[src/rtl/cpu_pkg.sv]
// cpu_pkg: shared definitions for the 9-bit pipelined CPU.
//   - default PC / instruction widths
//   - opcode constants and the bubble (NOP) encoding
//   - fetch-stage state enumeration
package cpu_pkg;

   localparam int PC_WIDTH    = 10;
   localparam int INSTR_WIDTH = 9;

   // 5-bit major opcodes that the fetch/decode boundary cares about
   localparam logic [4:0] OP_HALT = 5'b11010;
   localparam logic [4:0] OP_NOP  = 5'b11011;

   // Bubble: reserved NOP opcode with zero operand field
   localparam logic [INSTR_WIDTH-1:0] NOP_INSTR = {OP_NOP, 4'b0000};

   typedef enum logic [1:0] {
      RUN    = 2'd0,
      DRAIN  = 2'd1,
      HALTED = 2'd2
   } fetch_state_t;

endpackage

[src/rtl/if_id_reg.sv]
// if_id_reg: pipeline boundary register carrying {instruction, pc, valid}.
//   Priority: reset > flush > hold > load.
//   flush loads a bubble (NOP_INSTR, valid=0) but still records pc_in.
// Ports:
//   clk, reset        clock, synchronous active-high reset
//   hold              keep current contents
//   flush             insert a bubble
//   instr_in, pc_in   incoming instruction and its PC
//   instr, pc, valid  registered outputs
module if_id_reg #(
   parameter int                     INSTR_WIDTH = cpu_pkg::INSTR_WIDTH,
   parameter int                     PC_WIDTH    = cpu_pkg::PC_WIDTH,
   parameter logic [INSTR_WIDTH-1:0] NOP_INSTR   = cpu_pkg::NOP_INSTR
) (
   input  logic                   clk,
   input  logic                   reset,
   input  logic                   hold,
   input  logic                   flush,
   input  logic [INSTR_WIDTH-1:0] instr_in,
   input  logic [PC_WIDTH-1:0]    pc_in,
   output logic [INSTR_WIDTH-1:0] instr,
   output logic [PC_WIDTH-1:0]    pc,
   output logic                   valid
);

   logic [INSTR_WIDTH-1:0] instr_p1;
   logic [PC_WIDTH-1:0]    pc_p1;
   logic                   vld_p1;

   // IF -> ID boundary
   always_ff @(posedge clk) begin
      if (reset) begin
         instr_p1 <= NOP_INSTR;
         pc_p1    <= '0;
         vld_p1   <= 1'b0;
      end else if (flush) begin
         instr_p1 <= NOP_INSTR;
         pc_p1    <= pc_in;
         vld_p1   <= 1'b0;
      end else if (!hold) begin
         instr_p1 <= instr_in;
         pc_p1    <= pc_in;
         vld_p1   <= 1'b1;
      end
   end

   assign instr = instr_p1;
   assign pc    = pc_p1;
   assign valid = vld_p1;

endmodule

[src/rtl/fetch_stage.sv]
// fetch_stage: instruction fetch + IF/ID register for the 9-bit CPU.
//   Owns the PC, addresses a combinational ROM, squashes wrong-path
//   instructions on taken branches, freezes on stall, and runs the halt
//   sequence (stop fetch, drain, raise done).
// Ports:
//   clk, reset                     clock, synchronous active-high reset
//   halt_req                       halt instruction is in ID
//   stall                          hold PC and IF/ID this cycle
//   branch_taken, branch_target    redirect from EX
//   rom_addr / rom_data            ROM address (= PC) and same-cycle word
//   instruction_out, pc_out,
//   valid_out                      IF/ID contents to decode
//   done                           halt complete, held until reset
module fetch_stage #(
   parameter int                     PC_WIDTH     = cpu_pkg::PC_WIDTH,
   parameter int                     INSTR_WIDTH  = cpu_pkg::INSTR_WIDTH,
   parameter int                     DRAIN_CYCLES = 3,
   parameter logic [INSTR_WIDTH-1:0] NOP_INSTR    = cpu_pkg::NOP_INSTR
) (
   input  logic                   clk,
   input  logic                   reset,
   input  logic                   halt_req,
   input  logic                   stall,
   input  logic                   branch_taken,
   input  logic [PC_WIDTH-1:0]    branch_target,
   output logic [PC_WIDTH-1:0]    rom_addr,
   input  logic [INSTR_WIDTH-1:0] rom_data,
   output logic [INSTR_WIDTH-1:0] instruction_out,
   output logic [PC_WIDTH-1:0]    pc_out,
   output logic                   valid_out,
   output logic                   done
);

   import cpu_pkg::*;

   localparam int CNT_W = $clog2(DRAIN_CYCLES) + 1;

   fetch_state_t         state_q, state_d;
   logic [CNT_W-1:0]     cnt_q, cnt_d;
   logic [PC_WIDTH-1:0]  pc_p0, pc_d;
   logic                 done_q;
   logic                 hold, flush;

   // PC / FSM registers
   always_ff @(posedge clk) begin
      if (reset) begin
         state_q <= RUN;
         cnt_q   <= '0;
         pc_p0   <= '0;
         done_q  <= 1'b0;
      end else begin
         state_q <= state_d;
         cnt_q   <= cnt_d;
         pc_p0   <= pc_d;
         // One edge after entering HALTED, so done lands DRAIN_CYCLES+1
         // edges after the halt is sampled (also for DRAIN_CYCLES = 0).
         done_q  <= (state_q == HALTED);
      end
   end

   always_comb begin
      state_d = state_q;
      cnt_d   = cnt_q;
      pc_d    = pc_p0;
      hold    = 1'b0;
      flush   = 1'b0;
      unique case (state_q)
         RUN: begin
            if (branch_taken) begin
               // Branch wins over stall and over a same-cycle (wrong-path) halt
               pc_d  = branch_target;
               flush = 1'b1;
            end else if (halt_req) begin
               flush = 1'b1;
               if (DRAIN_CYCLES == 0) begin
                  state_d = HALTED;
               end else begin
                  state_d = DRAIN;
                  cnt_d   = CNT_W'(DRAIN_CYCLES - 1);
               end
            end else if (stall) begin
               hold = 1'b1;
            end else begin
               pc_d = pc_p0 + PC_WIDTH'(1);
            end
         end
         DRAIN: begin
            flush = 1'b1;
            if (cnt_q == '0) begin
               state_d = HALTED;
            end else begin
               cnt_d = cnt_q - CNT_W'(1);
            end
         end
         HALTED: begin
            hold = 1'b1;
         end
         default: begin
            state_d = RUN;
         end
      endcase
   end

   if_id_reg #(
      .INSTR_WIDTH (INSTR_WIDTH),
      .PC_WIDTH    (PC_WIDTH),
      .NOP_INSTR   (NOP_INSTR)
   ) u_if_id (
      .clk      (clk),
      .reset    (reset),
      .hold     (hold),
      .flush    (flush),
      .instr_in (rom_data),
      .pc_in    (pc_p0),
      .instr    (instruction_out),
      .pc       (pc_out),
      .valid    (valid_out)
   );

   assign rom_addr = pc_p0;
   assign done     = done_q;

endmodule

[config.mk]
export PLATFORM = sky130hd
export DESIGN_NAME = fetch_stage
export DESIGN_NICKNAME = d
export VERILOG_FILES = /design/src/rtl/cpu_pkg.sv /design/src/rtl/if_id_reg.sv /design/src/rtl/fetch_stage.sv
export SDC_FILE = /design/constraint.sdc
export NUM_CORES = 1
export LEC_CHECK = 0
export ABC_AREA = 1
export BUFFER_PORTS_ARGS = -buffer_cell sky130_fd_sc_hd__buf_2
export CORE_ASPECT_RATIO = 0.75
export CORE_MARGIN = 2
export CORE_UTILIZATION = 40
export DETAILED_ROUTE_END_ITERATION = 10
export GPL_TIMING_DRIVEN = 0
export PLACE_DENSITY = 0.77
export SLEW_MARGIN = 10
export SYNTH_ARGS = -nofsm -noshare
export SYNTH_HDL_FRONTEND = slang
export SYNTH_SLANG_ARGS = --single-unit
[constraint.sdc]
create_clock -name clk -period 2.51 [get_ports clk]
set_input_delay 0.251 -clock clk [delete_from_list [all_inputs] [get_ports clk]]
set_output_delay 0.251 -clock clk [all_outputs]
set_load 0.05 [all_outputs]
# Word level (Yosys, flattened, before mapping)
# Index checks and enable logic that the tools add are counted.
# classes
bitwise_logic	1
mux	20
n_reduce_logical	7
add_sub_neg	2
eq_ne	9
# ops
operator	n
10-bit two-way mux	5
10-bit by 1-bit adder with 10-bit output, second input constant	1
2-bit != test, second input constant	5
3-bit two-way mux	3
4-bit AND reduction	2
2-bit two-way mux	3
2-bit case mux with 3 select lines	1
3-bit case mux with 2 select lines	1
1-bit two-way mux	5
2-bit by 1-bit != test with 1-bit output, second input constant	2
1-bit case mux with 2 select lines	2
3-bit zero test	1
3-bit AND reduction	1
3-bit by 1-bit subtractor with 3-bit output, second input constant	1
2-bit by 1-bit == test with 1-bit output, second input constant	1
2-bit == test, second input constant	1
2-bit zero test	1
2-bit nonzero test	1
2-bit OR reduction	1
1-bit NOT	1
# totals
reg_bits	36
out_inout_bits	31

# Depth between registers and ports, before layout
# Gate-level depths: netlist (run 1).
# depth
ltp_word	6
ltp_mapped	9
depth_no_buf	8

# By module
# Synthesis (run 1) repeated with hierarchy kept, for this count alone.
# hier_totals
hier_cells	254
hier_area_um2	1727.9
# by_module_without_submodules
module	area_each_um2	cells_per_inst	n_inst
fetch_stage	935.9	146	1
if_id_reg	792.0	108	1

# Worst setup path after synthesis (run 1)
# OpenSTA, ideal clock, no wires.
# synth_path
path_kind	reg2reg
from	reg pc_p0[1] (netlist: rom_addr[1])
to	reg pc_p0[8] (netlist: rom_addr[8])
t_arrival_ns	1.457
t_required_ns	2.376
stages_incl_launch_ff	9
slack_ns	0.919
cell_sequence	dfxtp_1 -> ha_1 -> nand2_1 -> nor2_1 -> nand3_1 -> nand2_1 -> nand3_1 -> nand2_1 -> a21oi_1
# synth_between
elab_chain_len	4
# synth_rtl
element	line	rtl
start: declaration	fetch_stage.sv:40	logic [PC_WIDTH-1:0] pc_p0, pc_d;
start signal: assignment	fetch_stage.sv:54	pc_p0 <= pc_d;
10-bit by 1-bit adder with 10-bit output	fetch_stage.sv:84	pc_d = pc_p0 + PC_WIDTH'(1);
10-bit two-way mux	fetch_stage.sv:81	end else if (stall) begin
10-bit two-way mux	fetch_stage.sv:73	end else if (halt_req) begin
10-bit two-way mux	fetch_stage.sv:69	if (branch_taken) begin
# Every way passes these cells. The select of a mux whose other input is x is not followed.
# A chain may end at the register's enable or synchronous reset.

# Worst setup path in the final report (run 1)
# layout_path
from	reg cnt_q[0]
to	reg cnt_q[2]
# layout_between
elab_chain_len	3
word_cells_on_any_way	6
classes_between	add/sub: 1; eq/ne: 1; mux: 2; reduce/logical: 2
# layout_rtl
element	line	rtl
start: declaration	fetch_stage.sv:39	logic [CNT_W-1:0] cnt_q, cnt_d;
start signal: assignment	fetch_stage.sv:53	cnt_q <= cnt_d;
3-bit by 1-bit subtractor with 3-bit output / 3-bit zero test (equally long branches)	fetch_stage.sv:92, fetch_stage.sv:89	
3-bit two-way mux / 2-bit != test (equally long branches)	--	
3-bit case mux with 2 select lines / 4-bit AND reduction (equally long branches)	--	
# Several ways; a longest one is shown, not always the timed one. The select of a mux whose other input is x is not followed.

==> results.json, run 1 <==
{
  "syn_inst": 228,
  "cts_sinks": 36,
  "vias_per_cell": 4.89,
  "worstSetupEndpointType": "flip-flop",
  "ant_nets": 0,
  "drive_above_1_share_pct": 25.5,
  "rows": 19,
  "synth_top_area_share_pct": 44.9,
  "vias": 1673,
  "grt_max_degree": 13,
  "insertion_delay_ps": 290,
  "cts.clk_slew.worst_paths_ps": 70,
  "p_sw_uw": 468,
  "rrSetupSlack_ps": 1030,
  "initial_core_util_pct": 42.8,
  "yosysTopAreaCell": "dfxtp_1",
  "comb_power_share_pct": 21.9,
  "dpl.hpwl_mm": 2.91,
  "p_per_area_nw_per_um2": 711,
  "gp_congestion": 0.799,
  "cts_tree": "done",
  "core_area_sq_um": 3760,
  "min_path_type": "in2reg",
  "grt_pass1_wl_mm": 6.49,
  "root_buffer": "clkbuf_8",
  "maxCapViolations": 0,
  "min-delay-start": "rom_data[5]",
  "cts_buffer_depth": 2,
  "synthArstFlopShare_pct": 0,
  "seq_power_share_pct": 43.8,
  "timing.rr.end": "cnt_q[2]$_SDFFE_PP0P_",
  "required_ps": 2720,
  "synth_seq_area_share_pct": 44.9,
  "num_io_pins": 55,
  "worstPathMaxFanout": 4,
  "status": "completed",
  "criticalPathCategory": "reg2reg",
  "rsz0062_at_grt": "no",
  "skew_ps": 5.15,
  "dieArea_sq_um": 4540,
  "cts.htree.levels": 2,
  "routed_wirelength_mm": 3.89,
  "p_sw_share_pct": 32.0,
  "drc": 0,
  "wl_per_cell_um": 11.4,
  "yosysUniqueCellTypes": 24,
  "cts_hold_buffers": 0,
  "syn_nets": 255,
  "tns_ps": 0,
  "period_needed_ps": 1480,
  "placedCellCount": 334,
  "grt_overflow": 0,
  "synth_area_sq_um": 1610,
  "max_slew_margin_pct": 66.6,
  "synthTopCellsByArea": "dfxtp_1, nand2_1, a21oi_1, o21ai_0, inv_1",
  "cts_made_buffers": 5,
  "start_kind": "flip-flop",
  "synth-main-ff-cell": "dfxtp_1",
  "netlist_top_cells_count": "nand2_1, dfxtp_1, a21oi_1, inv_1, nor2_1",
  "fp.dieH_um": 58.9,
  "fin_crit_sh_pct": 59.1,
  "synth_most_common_cell": "nand2_1",
  "drt_pass1_iterations": 4,
  "synth_edf_count": 0,
  "synth_warnings": 0,
  "grt_usage_pct": 18.3,
  "hold_violations": 0,
  "first_global_vias": 1457,
  "report.final.slew_viol_count": 0,
  "drt-initial-drc-count": 38,
  "grt_antenna_before_repair": 0,
  "syn2layout_area_growth_pct": 27.8,
  "cp-startpoint": "cnt_q[0]$_SDFFE_PP0P_",
  "instances_no_fill": 342,
  "nNetsFinal": 316,
  "cp.arrival_ps": 1690,
  "fmax_ghz": 0.674,
  "post_cts.repair.setup_buffers": 0,
  "p_leak_nw": 1.01,
  "reg2reg_depth": 7,
  "crit_end": "cnt_q[2]$_SDFFE_PP0P_",
  "avgSynthCellArea_sq_um": 7.05,
  "timing.rr.start": "cnt_q[0]$_SDFFE_PP0P_",
  "num_antenna_cells": 0,
  "tightest_slew_ps": 502,
  "vdd_drop_max_v": 0.000331,
  "io_buffers": 54,
  "die_w_um": 77.2,
  "power_frac_clock_pct": 34.3,
  "synth_seq_cells": 36,
  "p_int_uw": 993,
  "cts_resized": 0,
  "finalSetupViolations": 0
}
==> power by group through the flow <==
stage / clock network [mW] / logic (mW) / registers [mW]
after floorplan: 0 / 0.119 / 0.766
after global placement: 0 / 0.315 / 0.652
after detailed placement: 0 / 0.319 / 0.652
after CTS: 0.513 / 0.320 / 0.639
after global routing: 0.538 / 0.348 / 0.645
final: 0.501 / 0.320 / 0.640
==> cells by family after synthesis <==
kind of cell    count (synthesis)  share of synthesized area, %
compound gates                 53                          17.3
flops                          36                          44.9
buf+inv                        35                          9.58
fa+ha+maj                       3                          2.34
xor+xnor                        1                         0.545
simple gates                  100                          25.4
==> layout by cell type, fill, tap and decap left out, types with 3 or more instances in the layout <==
cell type	netlist	routed
inv_1	23	23
ha_1	3	3
nand3_1	14	14
buf_2	3	57
inv_2	3	3
nor2_1	22	22
clkbuf_8	0	5
o21ai_0	21	21
nand2_1	57	57
dfxtp_1	36	36
a21oi_1	27	27
==> layout make-up <==
class / instances / area (sq um)
clock inverters: 3 / 42.5
flip-flops and latches: 36 / 721
multi-input cells: 157 / 732
inverters: 26 / 97.6
well taps: 52 / 65.1
repair buffers: 54 / 270
fillers: 387 / 1700
clock buffers: 5 / 68.8
plain buffers: 9 / 56.3
==> metrics by stage <==
stage / setup slack (ps) / hold slack [ps] / area [sq um] / total power [mW] / util, %
2_1_floorplan: 919 / 364 / 1610 / 0.885 / -
3_3_place_gp: 1070 / 435 / 1940 / 0.966 / 51.7
4_1_cts: 1030 / 158 / 2050 / 1.47 / 54.7
6_report: 1030 / 161 / 2050 / 1.46 / 54.7
3_5_place_dp: 1040 / 444 / 1940 / 0.971 / 51.7
5_1_grt: 781 / 174 / 2050 / 1.53 / 54.7
==> flip-flops by register name, indices dropped and copies added, names as in the netlist <==
register and count:
rom_addr 10, u_if_id.pc 10, u_if_id.instr 9, cnt_q 3, state_q 2, done 1, u_if_id.valid 1
==> routing by layer <==
metal / GRT usage [%] / wire length (um)
met1: 25.1 / 1970
met2: 28.3 / 1620
met3: 4.29 / 249
met4: 6.89 / 45
met5: 0 / 0
==> how the worst min path moves through the flow <==
stage	endpoint	slack (ps)	cells after the start
after floorplan	u_if_id.instr[4]$_SDFFE_PP1N_	360	2
after global placement	cnt_q[0]$_SDFFE_PP0P_	440	1
after detailed placement	cnt_q[0]$_SDFFE_PP0P_	440	1
after CTS	u_if_id.instr[4]$_SDFFE_PP1N_	160	3
after global routing	u_if_id.instr[5]$_SDFFE_PP1N_	170	3
final	u_if_id.instr[5]$_SDFFE_PP1N_	160	3
==> critical path, cell delays in order, from the launching register on <==
cell and delay [ps]:
dfxtp_1 320, inv_1 70, ha_1 150, inv_1 30
o21ai_0 340, nand2_1 190, and3_1 180, nor3_1 120
(Power assumes the default switching activity.)
==> run 2, diff against run 1 <==
--- a/config.mk
+++ b/config.mk
@@ -5,14 +5,14 @@
 export SDC_FILE = /design/constraint.sdc
 export NUM_CORES = 1
 export LEC_CHECK = 0
-export ABC_AREA = 1
+export ABC_AREA = 0
 export BUFFER_PORTS_ARGS = -buffer_cell sky130_fd_sc_hd__buf_2
 export CORE_ASPECT_RATIO = 0.75
 export CORE_MARGIN = 2
 export CORE_UTILIZATION = 40
 export DETAILED_ROUTE_END_ITERATION = 10
 export GPL_TIMING_DRIVEN = 0
-export PLACE_DENSITY = 0.77
+export PLACE_DENSITY = 0.79
 export SLEW_MARGIN = 10
 export SYNTH_ARGS = -nofsm -noshare
 export SYNTH_HDL_FRONTEND = slang
==> constraint.sdc (replaced) <==
create_clock -name clk -period 1.2 [get_ports clk]
set_input_delay 0.12 -clock clk [delete_from_list [all_inputs] [get_ports clk]]
set_output_delay 0.12 -clock clk [all_outputs]
set_load 0.05 [all_outputs]
==> run 2 against run 1 <==
Effect of this change:
- the run now ends with negative setup slack left
- flip-flop and latch count stayed put
- synthesized area is 4.8% higher
- worst setup slack worse by 1100 ps
- sequential share of layout area is 2.9 points lower
- die area is 4.5% higher
- core utilization is 3.4 points higher
- non-clock buffer count is 8 higher
- global-route usage is 0.77 points lower
- critical endpoint is now rom_addr[9]$_SDFFE_PP0P_
==> results.json, run 2 <==
{
  "report.final.slew_viol_count": 0,
  "netlist_top_cells_count": "dfxtp_1, nor2_1, mux2i_1, nand2_1",
  "wl_per_cell_um": 13.6,
  "synth_most_common_cell": "dfxtp_1",
  "fillCellCount": 347,
  "first_global_vias": 1409,
  "crit_buf_inv": 0,
  "max_slew_margin_pct": 62.7,
  "drive_above_1_share_pct": 47.2,
  "synth_edf_count": 0,
  "dpl.hpwl_mm": 2.94,
  "cts_sinks": 36,
  "synth_seq_area_share_pct": 42.8,
  "rows": 20,
  "finalSetupViolations": 5,
  "nNetsFinal": 278,
  "period_needed_ps": 1270,
  "syn_nets": 210,
  "grt_max_degree": 12,
  "vdd_drop_max_v": 0.000616,
  "fmax_ghz": 0.787,
  "power_frac_clock_pct": 29.5,
  "p_sw_share_pct": 32.3,
  "skew_ps": 4.00,
  "setup_ws_ps": -70.9,
  "grt_overflow": 0,
  "violations": "negative setup slack",
  "status": "complete, but fails checks",
  "io_buffers": 54,
  "dieArea_sq_um": 4750,
  "required_ps": 1350,
  "cts_buffer_depth": 2,
  "worstPathMaxFanout": 8,
  "drt-initial-drc-count": 92,
  "p_sw_uw": 962,
  "num_io_pins": 55,
  "seq_power_share_pct": 45.3,
  "initial_core_util_pct": 41.5,
  "routed_wirelength_mm": 4.17,
  "synth_top_area_share_pct": 42.8,
  "ant_nets": 0,
  "synthTopCellsByArea": "dfxtp_1, mux2i_1, nor2_1, nand2_1, a21oi_1",
  "p_leak_nw": 1.12,
  "cts.htree.levels": 2,
  "tightest_slew_ps": 559,
  "cp.arrival_ps": 1420,
  "fin_crit_sh_pct": 106,
  "synthArstFlopShare_pct": 0,
  "comb_power_share_pct": 25.2,
  "vias": 1571,
  "total_power_mw": 2.98,
  "layout_commonest_cell": "buf_2",
  "cts_made_buffers": 5,
  "maxCapViolations": 0,
  "min_path_type": "in2reg",
  "drt_pass1_iterations": 4,
  "instances_no_fill": 307,
  "synth-main-ff-cell": "dfxtp_1",
  "cts_tree": "done",
  "synth_area_sq_um": 1680,
  "insertion_delay_ps": 290,
  "syn_inst": 183,
  "hold_violations": 0,
  "rsz0062_at_grt": "yes",
  "syn2layout_area_growth_pct": 39.7,
  "cp_cell_sequence": "nor3b_4 -> mux2_4 -> a41oi_2 -> a211oi_2",
  "placedCellCount": 292,
  "synth_seq_cells": 36,
  "gp_congestion": 0.802,
  "cp_slowest_cell": "dfxtp_4",
  "yosysUniqueCellTypes": 49,
  "yosysTopAreaCell": "dfxtp_1",
  "p_int_mw": 2.01,
  "grt_pass1_wl_mm": 6.40,
  "die_w_um": 78.9,
  "grt_antenna_before_repair": 0,
  "num_antenna_cells": 0,
  "cpPeakStageDelay_ps": 390,
  "drc": 0,
  "core_area_sq_um": 4050,
  "root_buffer": "clkbuf_8",
  "final_cell_mix": "buf_2, nor2_1, dfxtp_1, mux2i_1, nand2_1",
  "grt_usage_pct": 17.5,
  "p_per_area_nw_per_um2": 1260,
  "synth_warnings": 0,
  "fp.dieH_um": 60.2,
  "avgSynthCellArea_sq_um": 9.20,
  "start_kind": "flip-flop",
  "cts.clk_slew.worst_paths_ps": 70,
  "critPathTopFamily": "flip-flops",
  "vias_per_cell": 5.12,
  "criticalPathCategory": "reg2reg",
  "worstSetupEndpointType": "flip-flop",
  "tns_ps": -171
}
run 2: power groups by stage:
stage | clock, mW | combinational, mW | sequential (mW)
5_1_grt | 0.941 | 0.806 | 1.36
3_3_place_gp | 0 | 0.656 | 1.37
6_report | 0.879 | 0.749 | 1.35
2_1_floorplan | 0 | 0.299 | 1.57
3_5_place_dp | 0 | 0.666 | 1.37
4_1_cts | 0.900 | 0.702 | 1.35
run 2: cells by family after synthesis:
logic type	count (synthesis)	share of synthesized area (%)
buffers and inverters	18	5.13
xor gates and xnor gates	1	0.520
muxes	23	13.8
DFF	36	42.8
adders and majority gates	3	2.23
and+or+nand+nor	69	20.5
AOI/OAI and AO/OA	33	15.0
run 2: layer usage:
layer / vias to the layer above / GRT usage, % / part of all wire, %
met4: 0 / 5.91 / 1.5
li1: 784 / - / -
met5: - / 0 / 0
met1: 738 / 21.5 / 46
met2: 42 / 29.3 / 46
met3: 7 / 5.89 / 6.0
run 2: worst paths after layout:
| kind | cells past startpoint | slack, ps | endpoint | start |
|---|---|---|---|---|
| setup reg to reg | 4 | -70 | rom_addr[9]$_SDFFE_PP0P_ | state_q[0]$_SDFFE_PP0P_ |
| setup / recovery | 4 | -70 | rom_addr[9]$_SDFFE_PP0P_ | state_q[0]$_SDFFE_PP0P_ |
| hold reg to reg | 2 | 470 | u_if_id.valid$_SDFFE_PP0N_ | u_if_id.valid$_SDFFE_PP0N_ |
| hold / removal | 3 | 50 | u_if_id.instr[7]$_SDFFE_PP1N_ | rom_data[7] |
run 2: worst min-delay path: stages:
cell and delay [ps]:
buf_2 80, mux2i_1 60, nand2_1 60
run 2: area by class of cell:
class	instances	area, sq um	share of cell area, %
well taps	55	68.8	2.92
multi-input cells	129	1010	43.0
clock buffers	7	86.3	3.67
clock inverters	1	6.26	0.266
repair buffers	62	333	14.1
inverters	8	30.0	1.28
plain buffers	9	60.1	2.55
flip-flops and latches	36	758	32.2
run 2: what timing repair did:
| action | CTS | global route |
|---|---|---|
| endpoints found under the setup margin | 18 | 34 |
| setup buffers | 4 | 4 |
| pin swaps | 1 | 8 |
| hold buffers | 0 | 0 |
| gates cloned | 0 | 0 |
| resized for setup | 8 | 18 |
run 2: through the flow:
step,util (%),hold slack (ps),cell area [sq um],setup slack (ps)
after floorplan,-,248,1770,-33.8
after global placement,51.9,335,2100,-157
after detailed placement,51.9,343,2100,-177
after CTS,55.8,44.0,2260,-67.6
after global routing,58.1,70.3,2350,-133
final,58.1,50.1,2350,-70.9
